## config.mk

```make
export PLATFORM = sky130hd
export DESIGN_NAME = game_countdown
export DESIGN_NICKNAME = d
export VERILOG_FILES = /design/src/rtl/game_countdown.sv
export SDC_FILE = /design/constraint.sdc
export NUM_CORES = 1
export LEC_CHECK = 0
export CORE_ASPECT_RATIO = 2
export CORE_UTILIZATION = 31
export CTS_CLUSTER_DIAMETER = 60
export CTS_CLUSTER_SIZE = 24
export DETAILED_ROUTE_END_ITERATION = 10
export SETUP_SLACK_MARGIN = 0.05
export SLEW_MARGIN = 25
export SYNTH_ARGS = -nofsm -noshare
export SYNTH_HDL_FRONTEND = slang
export SYNTH_SLANG_ARGS = --single-unit
```

## constraint.sdc

```tcl
create_clock -name clk -period 5.7 [get_ports clk]
set_input_delay 1.425 -clock clk [delete_from_list [all_inputs] [get_ports clk]]
set_output_delay 1.425 -clock clk [all_outputs]
set_load 0.01 [all_outputs]
```

## src/rtl/game_countdown.sv

```systemverilog
// Game-time countdown: loads GAME_SECONDS on entry to GAME, counts down in BCD
// once per CLK_HZ cycles, and flags expiry and the low-time warning.
module game_countdown #(
  parameter int CLK_HZ       = 65_000_000,
  parameter int GAME_SECONDS = 60,
  parameter int LOW_SECONDS  = 10
) (
  input  logic       clk,
  input  logic       rst,
  input  logic [1:0] state_in,
  output logic       end_of_time,
  output logic [3:0] sec_tens,
  output logic [3:0] sec_ones,
  output logic       sec_tick,
  output logic       time_low
);

  typedef enum logic [1:0] {
    IDLE  = 2'b00,
    WAIT  = 2'b01,
    GAME  = 2'b10,
    SCORE = 2'b11
  } game_state_t;

  localparam int              PW        = $clog2(CLK_HZ);
  localparam logic [PW-1:0]   PRE_MAX   = PW'(CLK_HZ - 1);
  localparam logic [3:0]      INIT_TENS = 4'(GAME_SECONDS / 10);
  localparam logic [3:0]      INIT_ONES = 4'(GAME_SECONDS % 10);
  localparam int              LOW_CLAMP = (LOW_SECONDS > 99) ? 99 :
                                          ((LOW_SECONDS < 0) ? 0 : LOW_SECONDS);
  localparam logic [6:0]      LOW_BIN   = 7'(LOW_CLAMP);

  game_state_t   state_cur;
  game_state_t   state_d;
  logic [PW-1:0] prescaler, prescaler_n;
  logic [3:0]    tens_n, ones_n;
  logic          eot_n, tick_n, low_n;
  logic [6:0]    secs_bin_n;

  assign state_cur = game_state_t'(state_in);

  // State register: every output comes straight from a flop.
  always_ff @(posedge clk or posedge rst) begin
    if (rst) begin
      state_d     <= SCORE;
      prescaler   <= '0;
      sec_tens    <= INIT_TENS;
      sec_ones    <= INIT_ONES;
      end_of_time <= 1'b1;
      sec_tick    <= 1'b0;
      time_low    <= 1'b0;
    end else begin
      state_d     <= state_cur;
      prescaler   <= prescaler_n;
      sec_tens    <= tens_n;
      sec_ones    <= ones_n;
      end_of_time <= eot_n;
      sec_tick    <= tick_n;
      time_low    <= low_n;
    end
  end

  // Next-count logic.
  always_comb begin
    prescaler_n = prescaler;
    tens_n      = sec_tens;
    ones_n      = sec_ones;
    eot_n       = end_of_time;
    tick_n      = 1'b0;
    case (state_cur)
      IDLE, WAIT: begin
        prescaler_n = '0;
        tens_n      = INIT_TENS;
        ones_n      = INIT_ONES;
        eot_n       = 1'b1;
      end
      GAME: begin
        if (state_d != GAME) begin
          prescaler_n = '0;
          tens_n      = INIT_TENS;
          ones_n      = INIT_ONES;
          eot_n       = 1'b1;
        end else if (end_of_time) begin
          if (prescaler == PRE_MAX) begin
            prescaler_n = '0;
            tick_n      = 1'b1;
            if (sec_ones != 4'd0) begin
              ones_n = sec_ones - 4'd1;
            end else if (sec_tens != 4'd0) begin
              ones_n = 4'd9;
              tens_n = sec_tens - 4'd1;
            end
            // The 00:01 -> 00:00 tick also ends the game on the same edge.
            if (sec_tens == 4'd0 && sec_ones == 4'd1) begin
              eot_n = 1'b0;
            end
          end else begin
            prescaler_n = prescaler + 1'b1;
          end
        end
      end
      SCORE: begin
        prescaler_n = prescaler;
      end
    endcase
  end

  // Output decode: warning is evaluated on the digits being loaded this edge.
  always_comb begin
    secs_bin_n = ({3'b000, tens_n} * 7'd10) + {3'b000, ones_n};
    low_n      = (state_cur == GAME) && eot_n && (secs_bin_n <= LOW_BIN);
  end

endmodule

```

== Word-level counts from Yosys, hierarchy flattened ==
Cells that the tools add are included.

* Eq/ne operators: 7
* Multipliers: 1
* Bitwise logic cells: 1
* $add $sub $neg: 4
* Multiplexer cells: 25
* Magnitude comparators: 1
* Reductions and logical operators: 9
* Shift operators: 0
* Divide/modulo/power cells: 0

{| class="wikitable"
|+ Operators by type and width
! operator !! count
|-
| two-way mux 26 bit || 3
|-
| case mux 26 bit (2 select lines) || 1
|-
| two-way mux 4 bit || 10
|-
| adder 26 x 1 -> 26 bit, second input constant || 1
|-
| == test 26 bit, second input constant || 1
|-
| case mux 4 bit (2 select lines) || 2
|-
| two-way mux 1 bit || 8
|-
| nonzero test 4 bit || 2
|-
| subtractor 4 x 1 -> 4 bit, second input constant || 2
|-
| adder 7 x 4 -> 7 bit || 1
|-
| less-or-equal comparator 7 x 4 -> 1 bit, second input constant || 1
|-
| multiplier 4 x 3 -> 6 bit, second input constant || 1
|-
| == test 2 bit, second input constant || 2
|-
| == test 4 x 1 -> 1 bit, second input constant || 1
|-
| logical NOT 4 bit || 1
|-
| logical AND 1 bit || 3
|-
| != test 3 bit, second input constant || 1
|-
| == test 2 x 1 -> 1 bit, second input constant || 1
|-
| logical NOT 2 bit || 1
|-
| != test 2 bit, second input constant || 1
|-
| case mux 1 bit (2 select lines) || 1
|-
| AND reduction 2 bit || 1
|-
| OR reduction 2 bit || 1
|-
| NOT 1 bit || 1
|}

* Register bits: 39
* Output and inout port bits: 11
* Input bits: 4
* Memories: 0
* ROM bits: 0
* RAM bits: 0
* Bits in latches: 0

== Depth between registers and ports, before layout ==
* Word-level depth: 11
* Gate-level depth with buffers: 17
* Gate-level depth less buffers: 17

== Worst setup path after synthesis ==
Ideal clock, no wire load.

* Kind: input to register
* From: input state_in[0]
* To: register time_low
* Arrival time: 4.155 ns
* Stages: 12
* Data required time: 5.605 ns
* Setup time: 0.095 ns
* Slack: 1.450 ns
* Buffers on the path: 1
* Cell sequence: buf_2 -> and4bb_2 -> nand2_1 -> o31ai_1 -> nand2_1 -> ha_1 -> ha_1 -> nor2b_1 -> mux2_2 -> o32ai_1 -> nand4b_1 -> nor4b_2

* Longest elaborated chain between the ends: 7
* Elaborated cells on any way between the ends: 12

{| class="wikitable"
|+ Ends and longest elaborated chain
! what !! line !! text
|-
| start: declaration || 10 || <nowiki>input logic [1:0] state_in,</nowiki>
|-
| == test 2 x 1 -> 1 bit or logical NOT 2 bit (tied branches) || 70 || <nowiki>case (state_cur)</nowiki>
|-
| OR reduction 2 bit || 70 ||
|-
| case mux 4 bit (2 select lines) (*) || 70 ||
|-
| named net tens_n[2] || 36 || <nowiki>logic [3:0] tens_n, ones_n;</nowiki>
|-
| multiplier 4 x 3 -> 6 bit (*) || 110 || <nowiki>secs_bin_n = ({3'b000, tens_n} * 7'd10) + {3'b000, ones_n};</nowiki>
|-
| adder 7 x 4 -> 7 bit (*) || 110 ||
|-
| less-or-equal comparator 7 x 4 -> 1 bit (*) || 111 || <nowiki>low_n = (state_cur == GAME) && eot_n && (secs_bin_n <= LOW_BIN);</nowiki>
|-
| logical AND 1 bit (*) || 111 ||
|-
| named net low_n || 37 || <nowiki>logic eot_n, tick_n, low_n;</nowiki>
|-
| end signal: assignment || 59 || <nowiki>time_low <= low_n;</nowiki>
|-
| end: declaration || 15 || <nowiki>output logic time_low</nowiki>
|}

The timed path passes the listed nets; every way through them passes the cells marked *.
A chain may end at the register's enable or synchronous reset.

== Final worst setup path ==
* From: input state_in[1]
* To: register time_low

The elaborated chain is that of the path after synthesis.

==> impl_metrics.tcl <==
set metrics [dict create \
    status "complete, no violations" \
    fin_tns_setup_ns 0 \
    grt_max_degree 40 \
    grt_pass1_vias 2099 \
    synth-adder-area-share_pct 7.06 \
    rsz0062_at_grt "false" \
    cts.clk_slew.worst_paths_ns 0.06 \
    die_height_um 129 \
    fin_util_pct 37.3 \
    cts_root_buf "clkbuf_16" \
    drtPass1Iterations 4 \
    period_share_pct 85.7 \
    yosysTopAreaCellShare_pct 33.8 \
    min_period_ns 4.88 \
    crit_required_ns 5.89 \
    startpoint_type "input port" \
    vias 2054 \
    yosysSeqAreaShare_pct 39.0 \
    p_leak_uw 0.00123 \
    synth_edf_count 0 \
    cts_tree "built" \
    core_area_mm2 0.00789 \
    ant_nets 0 \
    yosys.area_share.simple_pct 29.0 \
    timing.fmax_mhz 205 \
    io_buffer_count 14 \
    drc_errors 0 \
    numCtsBuffers 5 \
    timing.slew.headroom_pct 53.2 \
    min-delay-path-class "flip-flop to flip-flop" \
    synth.distinct_cells 59 \
    worst-endpoint-arrival_ns 5.07 \
    post-place-ws_ns 0.552 \
    final_nets 301 \
    syn_area_mm2 0.00252 \
    fin_cells 381 \
    overflow 0 \
    area_growth_pct 16.9 \
    synth_xor_area_share_pct 5.22 \
    start_util_pct 31.9 \
    cts_hold_buf 0 \
    place_inst 373 \
    clk_latency_ns 0.28 \
    die_w_um 65.7 \
    slew_viol_final 0 \
    synth_top_area_cell "dfrtp_1" \
    synth_area_per_cell_um2 9.46 \
    tightest_slew_ns 0.701 \
    crit_type "input port to flip-flop" \
    ir_drop_mv 0.157 \
    clock_sinks 39 \
    yosys_warnings 0 \
    cts-resized-gates 0 \
    post_cts.repair.setup_buffers 0 \
    synth_cells 266 \
    timing.hold.ws_ns 0.495 \
    clockBufferDepth 2 \
    synth_top_family_by_area "simple AND/OR/NAND/NOR gates" \
    synthMuxAreaShare_pct 0.845 \
    grt_pass1_wl_um 10300 \
    post_drt_wl_per_cell_um 16.5 \
    setup_violations 0 \
    grtUsageTotal_pct 16.1 \
    ios 15 \
    final_layout_size_suffix_gt1_share_pct 12.6 \
    fin_worst_skew_ns 0.00273 \
    yosys-top-cells-count "dfrtp_1, nand2_1, o21ai_0" \
    ys_async_sr_fraction_pct 100 \
    maxCapViolCount 0 \
    synth_compound_area_share_pct 15.6 \
    htree_levels 2 \
    die-area_mm2 0.00851 \
    crit_fanout 12 \
    hold_violations 0 \
    routed_via_density 5.39 \
    yosysMostFrequentCell "dfrtp_1" \
    synth_area_leaders "dfrtp_1, ha_1, dfstp_2" \
    synth_ff_type "dfrtp_1" \
    wirelength_um 6300 \
    place.gp.congestion 0.895 \
    syn-num-nets 283 \
    diodes 0 \
    setup_slack_ns 0.818 \
    endpoint_kind "flip-flop" \
    dp_hpwl_um 4720 \
    drtIter0Drc 93 \
    fill_cells 796 \
    row_count 46 \
    power.density_mw_per_mm2 216 \
    ys_ff_latch 39 \
    antenna_found_initial 0 \
]
## layer usage
metal  track usage (%)  up-vias  share of wire, %
met5                 0        -                 0
li1                  -     1002                 -
met4              7.54        0               2.7
met3              2.29       12               2.3
met2              30.7       45                57
met1              16.5      995                38
## report_power, final
part | switching [uW] | internal [uW] | leakage, uW
Sequential | 0.959 | 279 | 0.000528
Clock | 113 | 218 | 0.0000868
Combinational | 18.0 | 7.79 | 0.000611
## layout make-up
type	instances	area (um2)	area share [%]
timing repair buffer	17	163	5.52
inverter	14	52.6	1.78
multi-input combinational	207	1450	49.3
clock inverter	2	35.0	1.19
sequential	39	982	33.4
tap	96	120	4.08
clock buffer	6	139	4.72
## logic make-up after synthesis
logic type,after synthesis
XOR/XNOR,15
AO/OA/AOI/OAI,59
flip-flops,39
buffers and inverters,20
AND/OR/NAND/NOR,118
multiplexers,2
adder cells (fa/ha/maj),13
## sequential cells by signal, indices dropped and copies added (netlist names)
signal and count:
time_low 1, prescaler 26, sec_tens 4, end_of_time 1, sec_tick 1, sec_ones 4
state_d 2
## layout by cell type (no fill, tap or decap), types with 3 or more instances in the layout
master,n
inv_1,14
nor3_1,8
nand2b_1,3
xnor2_1,9
and2_1,5
nor2b_1,3
or3_1,4
nand3_1,8
and3_1,6
clkdlybuf4s50_1,14
dfstp_2,5
o31ai_1,6
o21ai_0,18
ha_1,11
buf_4,3
clkbuf_16,5
dfrtp_1,34
o211a_1,3
nor2_1,16
a21oi_1,13
nor4_2,3
xor2_1,6
nand2_1,33
and4_1,5
nand4_1,7
## path summary, 6_finish.rpt
check                      slack (ns)  depth (start not counted)     startpoint             to
min in group asynchronous        1.57                          3            rst  prescaler[14]
setup reg to reg                 1.82                         14    sec_tens[0]       time_low
hold / removal                   0.50                          1  prescaler[16]  prescaler[16]
setup / recovery                 0.82                         12    state_in[1]       time_low
hold reg to reg                  0.50                          1  prescaler[16]  prescaler[16]
max in group asynchronous        3.75                          3            rst    sec_tens[2]
## per-stage QoR
step	cell area [um2]	power (uW)
6_report	2940	636
5_1_grt	2940	655
4_1_cts	2940	642
3_5_place_dp	2770	311
3_3_place_gp	2770	311
2_1_floorplan	2520	301
## worst max-delay path: stages
cell,delay [ns]
clkdlybuf4s50_1,0.70
and4bb_2,0.42
nand2_1,0.16
o31ai_1,0.29
nand2_1,0.14
ha_1,0.31
ha_1,0.30
nor2b_1,0.24
mux2_2,0.36
o32ai_1,0.24
nand4b_1,0.17
nor4b_2,0.31
Note: power is estimated with default switching activity, not from simulation.
